--- src/rtl/descrambler_ctrl_if.sv ---
// descrambler_ctrl_if: upstream bit stream, descrambler pins and status of descrambler_ctrl.
// slave is the controller's view, master is the environment's view.
interface descrambler_ctrl_if #(
   parameter int LEN_W     = 12,
   parameter int SEED_BITS = 7
);
   logic                 DescCtrl_Start;
   logic [LEN_W-1:0]     DescCtrl_Length;
   logic                 DescCtrl_DataIN;
   logic                 DescCtrl_DataIN_VALID;
   logic                 Desc_Reset;
   logic [SEED_BITS-1:0] Desc_InitialState;
   logic                 Desc_DataIN;
   logic                 Desc_DataIN_VALID;
   logic                 Desc_DataOUT;
   logic                 Desc_DataVALID;
   logic                 DescCtrl_DataOUT;
   logic                 DescCtrl_DataVALID;
   logic                 DescCtrl_Busy;
   logic                 DescCtrl_Done;
   logic                 DescCtrl_ServiceErr;
   logic                 DescCtrl_LengthErr;
   modport slave (
      input  DescCtrl_Start, DescCtrl_Length, DescCtrl_DataIN, DescCtrl_DataIN_VALID,
             Desc_DataOUT, Desc_DataVALID,
      output Desc_Reset, Desc_InitialState, Desc_DataIN, Desc_DataIN_VALID,
             DescCtrl_DataOUT, DescCtrl_DataVALID, DescCtrl_Busy, DescCtrl_Done,
             DescCtrl_ServiceErr, DescCtrl_LengthErr
   );
   modport master (
      output DescCtrl_Start, DescCtrl_Length, DescCtrl_DataIN, DescCtrl_DataIN_VALID,
             Desc_DataOUT, Desc_DataVALID,
      input  Desc_Reset, Desc_InitialState, Desc_DataIN, Desc_DataIN_VALID,
             DescCtrl_DataOUT, DescCtrl_DataVALID, DescCtrl_Busy, DescCtrl_Done,
             DescCtrl_ServiceErr, DescCtrl_LengthErr
   );
endinterface

--- src/rtl/descrambler_ctrl.sv ---
// descrambler_ctrl: 802.11a receive descrambler sequencer (seed recovery, SERVICE drop, PSDU pass).
// Define DESC_CTRL_SERVICE_CHECK_EN to build the SERVICE bit 7..15 zero check driving ServiceErr.
module descrambler_ctrl #(
   parameter int LEN_W        = 12,
   parameter int SERVICE_BITS = 16,
   parameter int SEED_BITS    = 7,
   parameter int CNT_W        = 16
) (
   input logic               clock,
   input logic               DescCtrl_Reset,
   descrambler_ctrl_if.slave bus
);
   localparam int SVC_OUT = SERVICE_BITS - SEED_BITS;
   localparam int SCW     = $clog2(SEED_BITS);
   typedef enum logic [1:0] {IDLE, SEED, SERVICE, PSDU} state_t;
   state_t               state_q, state_d;
   logic [CNT_W-1:0]     psdu_tgt_q, psdu_tgt_d, in_cnt_q, in_cnt_d, out_cnt_q, out_cnt_d, in_tgt;
   logic [SEED_BITS-1:0] seed_q, seed_d, init_q, init_d;
   logic [SCW-1:0]       seed_cnt_q, seed_cnt_d;
   logic desc_rst_q, desc_rst_d, din_q, din_d, din_vld_q, din_vld_d;
   logic dout_q, dout_d, dvld_q, dvld_d, busy_q, busy_d, done_q, done_d;
   logic serr_q, serr_d, lerr_q, lerr_d;
   logic active, accept, seed_shift, seed_last, fwd, svc, emit;
   always_comb begin
      active     = state_q == SERVICE || state_q == PSDU;
      in_tgt     = CNT_W'(SVC_OUT) + psdu_tgt_q;
      accept     = state_q == IDLE && bus.DescCtrl_Start && bus.DescCtrl_Length != '0;
      seed_shift = state_q == SEED && bus.DescCtrl_DataIN_VALID;
      seed_last  = seed_shift && seed_cnt_q == SCW'(SEED_BITS - 1);
      fwd        = active && bus.DescCtrl_DataIN_VALID && in_cnt_q < in_tgt;
      // output count runs SERVICE bits first, then PSDU bits, against the same target as input
      svc        = active && bus.Desc_DataVALID && out_cnt_q < CNT_W'(SVC_OUT);
      emit       = active && bus.Desc_DataVALID && !svc && out_cnt_q < in_tgt;
      psdu_tgt_d = accept ? CNT_W'({bus.DescCtrl_Length[LEN_W-1:0], 3'b000}) : psdu_tgt_q;
      in_cnt_d   = accept ? '0 : in_cnt_q + CNT_W'(fwd);
      out_cnt_d  = accept ? '0 : out_cnt_q + CNT_W'(svc || emit);
      seed_cnt_d = accept ? '0 : seed_cnt_q + SCW'(seed_shift);
      seed_d     = seed_shift ? {seed_q[SEED_BITS-2:0], bus.DescCtrl_DataIN} : seed_q;
      init_d     = seed_last ? seed_d : init_q;
      desc_rst_d = !active;
      din_vld_d  = fwd;
      din_d      = fwd && bus.DescCtrl_DataIN;
      dvld_d     = emit;
      dout_d     = emit && bus.Desc_DataOUT;
      done_d     = emit && out_cnt_q == in_tgt - CNT_W'(1);
      lerr_d     = state_q == IDLE && bus.DescCtrl_Start && bus.DescCtrl_Length == '0;
`ifdef DESC_CTRL_SERVICE_CHECK_EN
      serr_d     = accept ? 1'b0 : serr_q || (svc && bus.Desc_DataOUT);
`else
      serr_d     = 1'b0;
`endif
      state_d    = state_q;
      case (state_q)
         IDLE:    if (accept) state_d = SEED;
         SEED:    if (seed_last) state_d = SERVICE;
         SERVICE: if (svc && out_cnt_q == CNT_W'(SVC_OUT - 1)) state_d = PSDU;
         default: if (done_q) state_d = IDLE;
      endcase
      busy_d     = state_d != IDLE;
   end
   always_ff @(posedge clock or posedge DescCtrl_Reset) begin
      if (DescCtrl_Reset) begin
         state_q    <= IDLE;
         psdu_tgt_q <= '0;
         in_cnt_q   <= '0;
         out_cnt_q  <= '0;
         seed_q     <= '0;
         seed_cnt_q <= '0;
         init_q     <= '0;
         desc_rst_q <= 1'b1;
         din_q      <= 1'b0;
         din_vld_q  <= 1'b0;
         dout_q     <= 1'b0;
         dvld_q     <= 1'b0;
         busy_q     <= 1'b0;
         done_q     <= 1'b0;
         serr_q     <= 1'b0;
         lerr_q     <= 1'b0;
      end else begin
         state_q    <= state_d;
         psdu_tgt_q <= psdu_tgt_d;
         in_cnt_q   <= in_cnt_d;
         out_cnt_q  <= out_cnt_d;
         seed_q     <= seed_d;
         seed_cnt_q <= seed_cnt_d;
         init_q     <= init_d;
         desc_rst_q <= desc_rst_d;
         din_q      <= din_d;
         din_vld_q  <= din_vld_d;
         dout_q     <= dout_d;
         dvld_q     <= dvld_d;
         busy_q     <= busy_d;
         done_q     <= done_d;
         serr_q     <= serr_d;
         lerr_q     <= lerr_d;
      end
   end
   assign bus.Desc_Reset          = desc_rst_q;
   assign bus.Desc_InitialState   = init_q;
   assign bus.Desc_DataIN         = din_q;
   assign bus.Desc_DataIN_VALID   = din_vld_q;
   assign bus.DescCtrl_DataOUT    = dout_q;
   assign bus.DescCtrl_DataVALID  = dvld_q;
   assign bus.DescCtrl_Busy       = busy_q;
   assign bus.DescCtrl_Done       = done_q;
   assign bus.DescCtrl_ServiceErr = serr_q;
   assign bus.DescCtrl_LengthErr  = lerr_q;
endmodule

--- src/flat_wrapper.sv ---
// flat-port wrapper written by rule: the top's interface ports become plain ports
module descrambler_ctrl_flat 
#(
   parameter int LEN_W        = 12,
   parameter int SERVICE_BITS = 16,
   parameter int SEED_BITS    = 7,
   parameter int CNT_W        = 16
)
  (clock, DescCtrl_Reset, bus_DescCtrl_Start, bus_DescCtrl_Length, bus_DescCtrl_DataIN, bus_DescCtrl_DataIN_VALID, bus_Desc_DataOUT, bus_Desc_DataVALID, bus_Desc_Reset, bus_Desc_InitialState, bus_Desc_DataIN, bus_Desc_DataIN_VALID, bus_DescCtrl_DataOUT, bus_DescCtrl_DataVALID, bus_DescCtrl_Busy, bus_DescCtrl_Done, bus_DescCtrl_ServiceErr, bus_DescCtrl_LengthErr);
  descrambler_ctrl_if #(.LEN_W(LEN_W), .SEED_BITS(SEED_BITS)) bus_i ();
  input logic clock;
  input logic DescCtrl_Reset;
  input wire logic [$bits(bus_i.DescCtrl_Start)-1:0] bus_DescCtrl_Start;
  input wire logic [$bits(bus_i.DescCtrl_Length)-1:0] bus_DescCtrl_Length;
  input wire logic [$bits(bus_i.DescCtrl_DataIN)-1:0] bus_DescCtrl_DataIN;
  input wire logic [$bits(bus_i.DescCtrl_DataIN_VALID)-1:0] bus_DescCtrl_DataIN_VALID;
  input wire logic [$bits(bus_i.Desc_DataOUT)-1:0] bus_Desc_DataOUT;
  input wire logic [$bits(bus_i.Desc_DataVALID)-1:0] bus_Desc_DataVALID;
  output wire logic [$bits(bus_i.Desc_Reset)-1:0] bus_Desc_Reset;
  output wire logic [$bits(bus_i.Desc_InitialState)-1:0] bus_Desc_InitialState;
  output wire logic [$bits(bus_i.Desc_DataIN)-1:0] bus_Desc_DataIN;
  output wire logic [$bits(bus_i.Desc_DataIN_VALID)-1:0] bus_Desc_DataIN_VALID;
  output wire logic [$bits(bus_i.DescCtrl_DataOUT)-1:0] bus_DescCtrl_DataOUT;
  output wire logic [$bits(bus_i.DescCtrl_DataVALID)-1:0] bus_DescCtrl_DataVALID;
  output wire logic [$bits(bus_i.DescCtrl_Busy)-1:0] bus_DescCtrl_Busy;
  output wire logic [$bits(bus_i.DescCtrl_Done)-1:0] bus_DescCtrl_Done;
  output wire logic [$bits(bus_i.DescCtrl_ServiceErr)-1:0] bus_DescCtrl_ServiceErr;
  output wire logic [$bits(bus_i.DescCtrl_LengthErr)-1:0] bus_DescCtrl_LengthErr;
  assign bus_i.DescCtrl_Start = bus_DescCtrl_Start;
  assign bus_i.DescCtrl_Length = bus_DescCtrl_Length;
  assign bus_i.DescCtrl_DataIN = bus_DescCtrl_DataIN;
  assign bus_i.DescCtrl_DataIN_VALID = bus_DescCtrl_DataIN_VALID;
  assign bus_i.Desc_DataOUT = bus_Desc_DataOUT;
  assign bus_i.Desc_DataVALID = bus_Desc_DataVALID;
  assign bus_Desc_Reset = bus_i.Desc_Reset;
  assign bus_Desc_InitialState = bus_i.Desc_InitialState;
  assign bus_Desc_DataIN = bus_i.Desc_DataIN;
  assign bus_Desc_DataIN_VALID = bus_i.Desc_DataIN_VALID;
  assign bus_DescCtrl_DataOUT = bus_i.DescCtrl_DataOUT;
  assign bus_DescCtrl_DataVALID = bus_i.DescCtrl_DataVALID;
  assign bus_DescCtrl_Busy = bus_i.DescCtrl_Busy;
  assign bus_DescCtrl_Done = bus_i.DescCtrl_Done;
  assign bus_DescCtrl_ServiceErr = bus_i.DescCtrl_ServiceErr;
  assign bus_DescCtrl_LengthErr = bus_i.DescCtrl_LengthErr;
  descrambler_ctrl #(.LEN_W(LEN_W), .SERVICE_BITS(SERVICE_BITS), .SEED_BITS(SEED_BITS), .CNT_W(CNT_W)) u_core (.clock(clock), .DescCtrl_Reset(DescCtrl_Reset), .bus(bus_i));
endmodule
--- config.mk ---
export PLATFORM = sky130hd
export DESIGN_NAME = descrambler_ctrl_flat
export DESIGN_NICKNAME = d
export VERILOG_FILES = /design/src/rtl/descrambler_ctrl_if.sv /design/src/rtl/descrambler_ctrl.sv /design/src/flat_wrapper.sv
export SDC_FILE = /design/constraint.sdc
export NUM_CORES = 1
export LEC_CHECK = 0
export CELL_PAD_IN_SITES_DETAIL_PLACEMENT = 1
export CELL_PAD_IN_SITES_GLOBAL_PLACEMENT = 1
export CORE_MARGIN = 2
export CORE_UTILIZATION = 46
export DETAILED_ROUTE_END_ITERATION = 10
export PLACE_DENSITY_LB_ADDON = 0.1
export SLEW_MARGIN = 20
export SYNTH_ARGS = -nofsm -noshare
export SYNTH_HDL_FRONTEND = slang
export SYNTH_SLANG_ARGS = --single-unit
--- constraint.sdc ---
create_clock -name clock -period 4.45 [get_ports clock]
set_input_delay 0.89 -clock clock [delete_from_list [all_inputs] [get_ports clock]]
set_output_delay 0.89 -clock clock [all_outputs]
set_load 0.02 [all_outputs]
==> reports/metrics.yaml <==
yosys:
  yosysTopAreaCell: "dfrtp_1"
  avgSynthCellArea_sq_um: 10.0
  async_reset_ff_frac: 1.00
  yosysSeqAreaShare: 0.436
  synth_area_leaders: "dfrtp_1, ha_1, mux2_2, xor2_1, xnor2_1"
  synth_cells: 401
  yosys-top-cells-count: "dfrtp_1, nor2_1, nand2_1"
  netlist_area_sq_um: 4020
  yosysWarnings: 0
  synth_cell_types: 57
  syn_nets: 444
  synth_edf_count: 0
  synthFlopType: "dfrtp_1"
  yosys_register_bits: 70
  yosys.cell_count.top_type: "dfrtp_1"
  synth.top_cell.area_share: 0.430
die:
  num_rows: 34
  dieWidth_um: 97.5
  die_y_um: 97.5
  initial_core_util: 0.468
  die_area_sq_um: 9500
  io_pins: 35
  design.core.area_sq_um: 8590
sta:
  grt_setup_unrepaired: "false"
  max_clock_freq_ghz: 0.260
  hold_ws_ps: 475
  worst_pin_slew_ps: 951
  fin_crit_sh: 0.863
  finalSetupViolations: 0
  slew_headroom: 0.364
  final.setup.tns_ps: 0
  slew_violations: 0
  finalClockSkew_ps: 6.76
  hold_viol: 0
  finalCriticalPeriod_ps: 3840
pwr:
  p_int_mw: 1.47
  p_per_area_nw_per_um2: 522
  switchingPower_uw: 943
  p_leak_nw: 2.09
  pwr-share-seq: 0.421
  p_comb_frac: 0.362
  p_clk_frac: 0.217
  vdd_drop_max_v: 0.000377
  sw_frac_of_total: 0.391
clocking:
  cts.sinks: 70
  path_clk_slew_ps: 80
  ctsHoldBuffers: 0
  cts_tree: "built"
  numCtsBuffers: 9
  post-cts-setup-buffers: 0
  clk_path_buf_depth: 2
  htreeDepth: 3
  clock_latency_ps: 350
  root_buffer: "clkbuf_8"
  post_cts_resized: 0
min_path:
  min_delay_path_depth: 1
  hold_start: "u_core.bus.DescCtrl_Done$_DFF_PP0_"
  min_to: "u_core.state_q[0]$_DFF_PP0_"
  min_path_type: "flip-flop to flip-flop"
critical_path:
  crit_fanout: 13
  path_class: "flip-flop to flip-flop"
  end_kind: "flip-flop"
  critPathRequiredTime_ps: 4650
  r2r_end: "u_core.out_cnt_q[15]$_DFF_PP0_"
  r2r_setup_slack_ps: 610
  cp-start-kind: "flip-flop"
  r2r_cells: 16
  cp_slowest_stage_delay_ps: 510
  crit_chain: "nand3_2 > nor2_1 > xnor2_1 > ha_1 > nor3b_1 > o22ai_1 > nand2_1 > o211ai_1 > a21oi_1 > o21ai_1 > ha_1 > nand4_1 > nor3_1 > nand4_1 > xor2_1 > nor2_1"
  worstPathArrival_ps: 4050
  r2r_start: "u_core.psdu_tgt_q[5]$_DFFE_PP0P_"
  slowest_stage: "dfrtp_1"
placement:
  place_hpwl_um: 7390
  portBuffers: 33
  placed_area_sq_um: 4430
  gp_congestion: 0.838
global_routing:
  grt_max_degree: 37
  antenna_found_initial: 0
  grt_pass1_vias: 3297
  grt-ovfl-total: 0
  grtUsageTotal: 0.222
  grt_pass1_wl_um: 16700
detailed_routing:
  drt-met1-wl_um: 4490
  highest_layer: "met4"
  drt_wl_total_um: 9870
  wl_met2_um: 4900
  met3_length_um: 262
  drcViolationCount: 0
  wire_per_inst_um: 18.1
  drtIter0Drc: 79
  ant_nets: 0
  drt_pass1_iterations: 4
  viasPerCell: 5.67
  vias: 3087
layout:
  final_util: 0.538
  layout-drive-gt1-share: 0.122
  final_area_sq_um: 4630
  fin_nets: 474
  fill_cells: 975
  area_growth_pct: 15.1
  antenna_cells: 0
job:
  drv_cap: 0
outcome:
  status: "finished, final reports clean"
[flip-flops by register name (all words and copies together) (netlist names), 2 cells and up]
signal	count
u_core.in_cnt_q	16
u_core.out_cnt_q	16
u_core.psdu_tgt_q	12
u_core.bus.Desc_InitialState	7
u_core.seed_q	6
u_core.seed_cnt_q	3
u_core.state_q	2
[worst max-delay path, delay by kind of cell, from the launching register on]
family                   cells  cell delay (ps)
AO/OA/AOI/OAI                4              640
XOR/XNOR                     2              370
adder cells (fa/ha/maj)      2              590
flip-flops                   1              510
AND/OR/NAND/NOR              8             1570
[final cells by class]
class | count | area (sq um) | share of cell area
Multi-Input combinational cell | 301 | 2140 | 0.462
Timing Repair Buffer | 36 | 353 | 0.0763
Inverter | 13 | 48.8 | 0.0105
Tap cell | 108 | 135 | 0.0292
Sequential cell | 70 | 1750 | 0.379
Clock inverter | 6 | 61.3 | 0.0133
Clock buffer | 10 | 138 | 0.0297
[per-layer routing]
layer / track usage / up-vias
met5: 0 / -
met4: 0.0929 / 0
met2: 0.368 / 37
met3: 0.0388 / 14
li1: - / 1466
met1: 0.288 / 1570
[power by group through the flow]
| stage | Clock (mW) | Sequential (mW) | Combinational, mW |
|---|---|---|---|
| CTS | 0.541 | 1.02 | 0.882 |
| detailed placement | 0 | 1.03 | 0.874 |
| finish | 0.525 | 1.02 | 0.873 |
| floorplan | 0 | 0.965 | 0.642 |
| global route | 0.561 | 1.05 | 0.970 |
| global placement | 0 | 1.02 | 0.833 |
[placed cells by master, fill, tap and decap left out, drive strengths merged, types with 6 or more instances in the layout]
cell           count
a21oi             11
and3              11
clkbuf            10
clkdlybuf4s50     33
dfrtp             69
ha                24
inv               12
mux2              19
nand2             37
nand3             21
nand4             13
nor2              39
nor2b              8
nor3               7
nor4               6
o21ai             12
xnor2             18
xor2              20
[kinds of logic after synthesis]
kind of cell / after synthesis / share of synthesized area
and+or+nand+nor: 167 / 0.223
DFF: 70 / 0.436
AOI/OAI and AO/OA: 47 / 0.0766
xor gates and xnor gates: 40 / 0.0940
buffers and inverters: 30 / 0.0336
adders and majority gates: 26 / 0.0800
muxes: 20 / 0.0557
other: 1 / 0.000933
[worst max-delay path by stage]
stage,from,to,depth (start not counted)
after global placement,u_core.psdu_tgt_q[3]$_DFFE_PP0P_,u_core.out_cnt_q[15]$_DFF_PP0_,17
after floorplan,u_core.psdu_tgt_q[3]$_DFFE_PP0P_,u_core.out_cnt_q[15]$_DFF_PP0_,17
final,u_core.psdu_tgt_q[5]$_DFFE_PP0P_,u_core.out_cnt_q[15]$_DFF_PP0_,16
after CTS,u_core.psdu_tgt_q[5]$_DFFE_PP0P_,u_core.out_cnt_q[15]$_DFF_PP0_,16
after global routing,u_core.psdu_tgt_q[5]$_DFFE_PP0P_,u_core.out_cnt_q[15]$_DFF_PP0_,16
after detailed placement,u_core.psdu_tgt_q[5]$_DFFE_PP0P_,u_core.out_cnt_q[15]$_DFF_PP0_,16
[through the flow]
| step | setup slack [ps] | std cells | total power, mW |
|---|---|---|---|
| after floorplan | 1150 | 401 | 1.61 |
| after global placement | 795 | 528 | 1.85 |
| after detailed placement | 605 | 528 | 1.90 |
| after CTS | 578 | 544 | 2.44 |
| after global routing | 171 | 544 | 2.58 |
| final | 608 | 544 | 2.41 |
No activity file was read; power rests on OpenSTA's default activity.
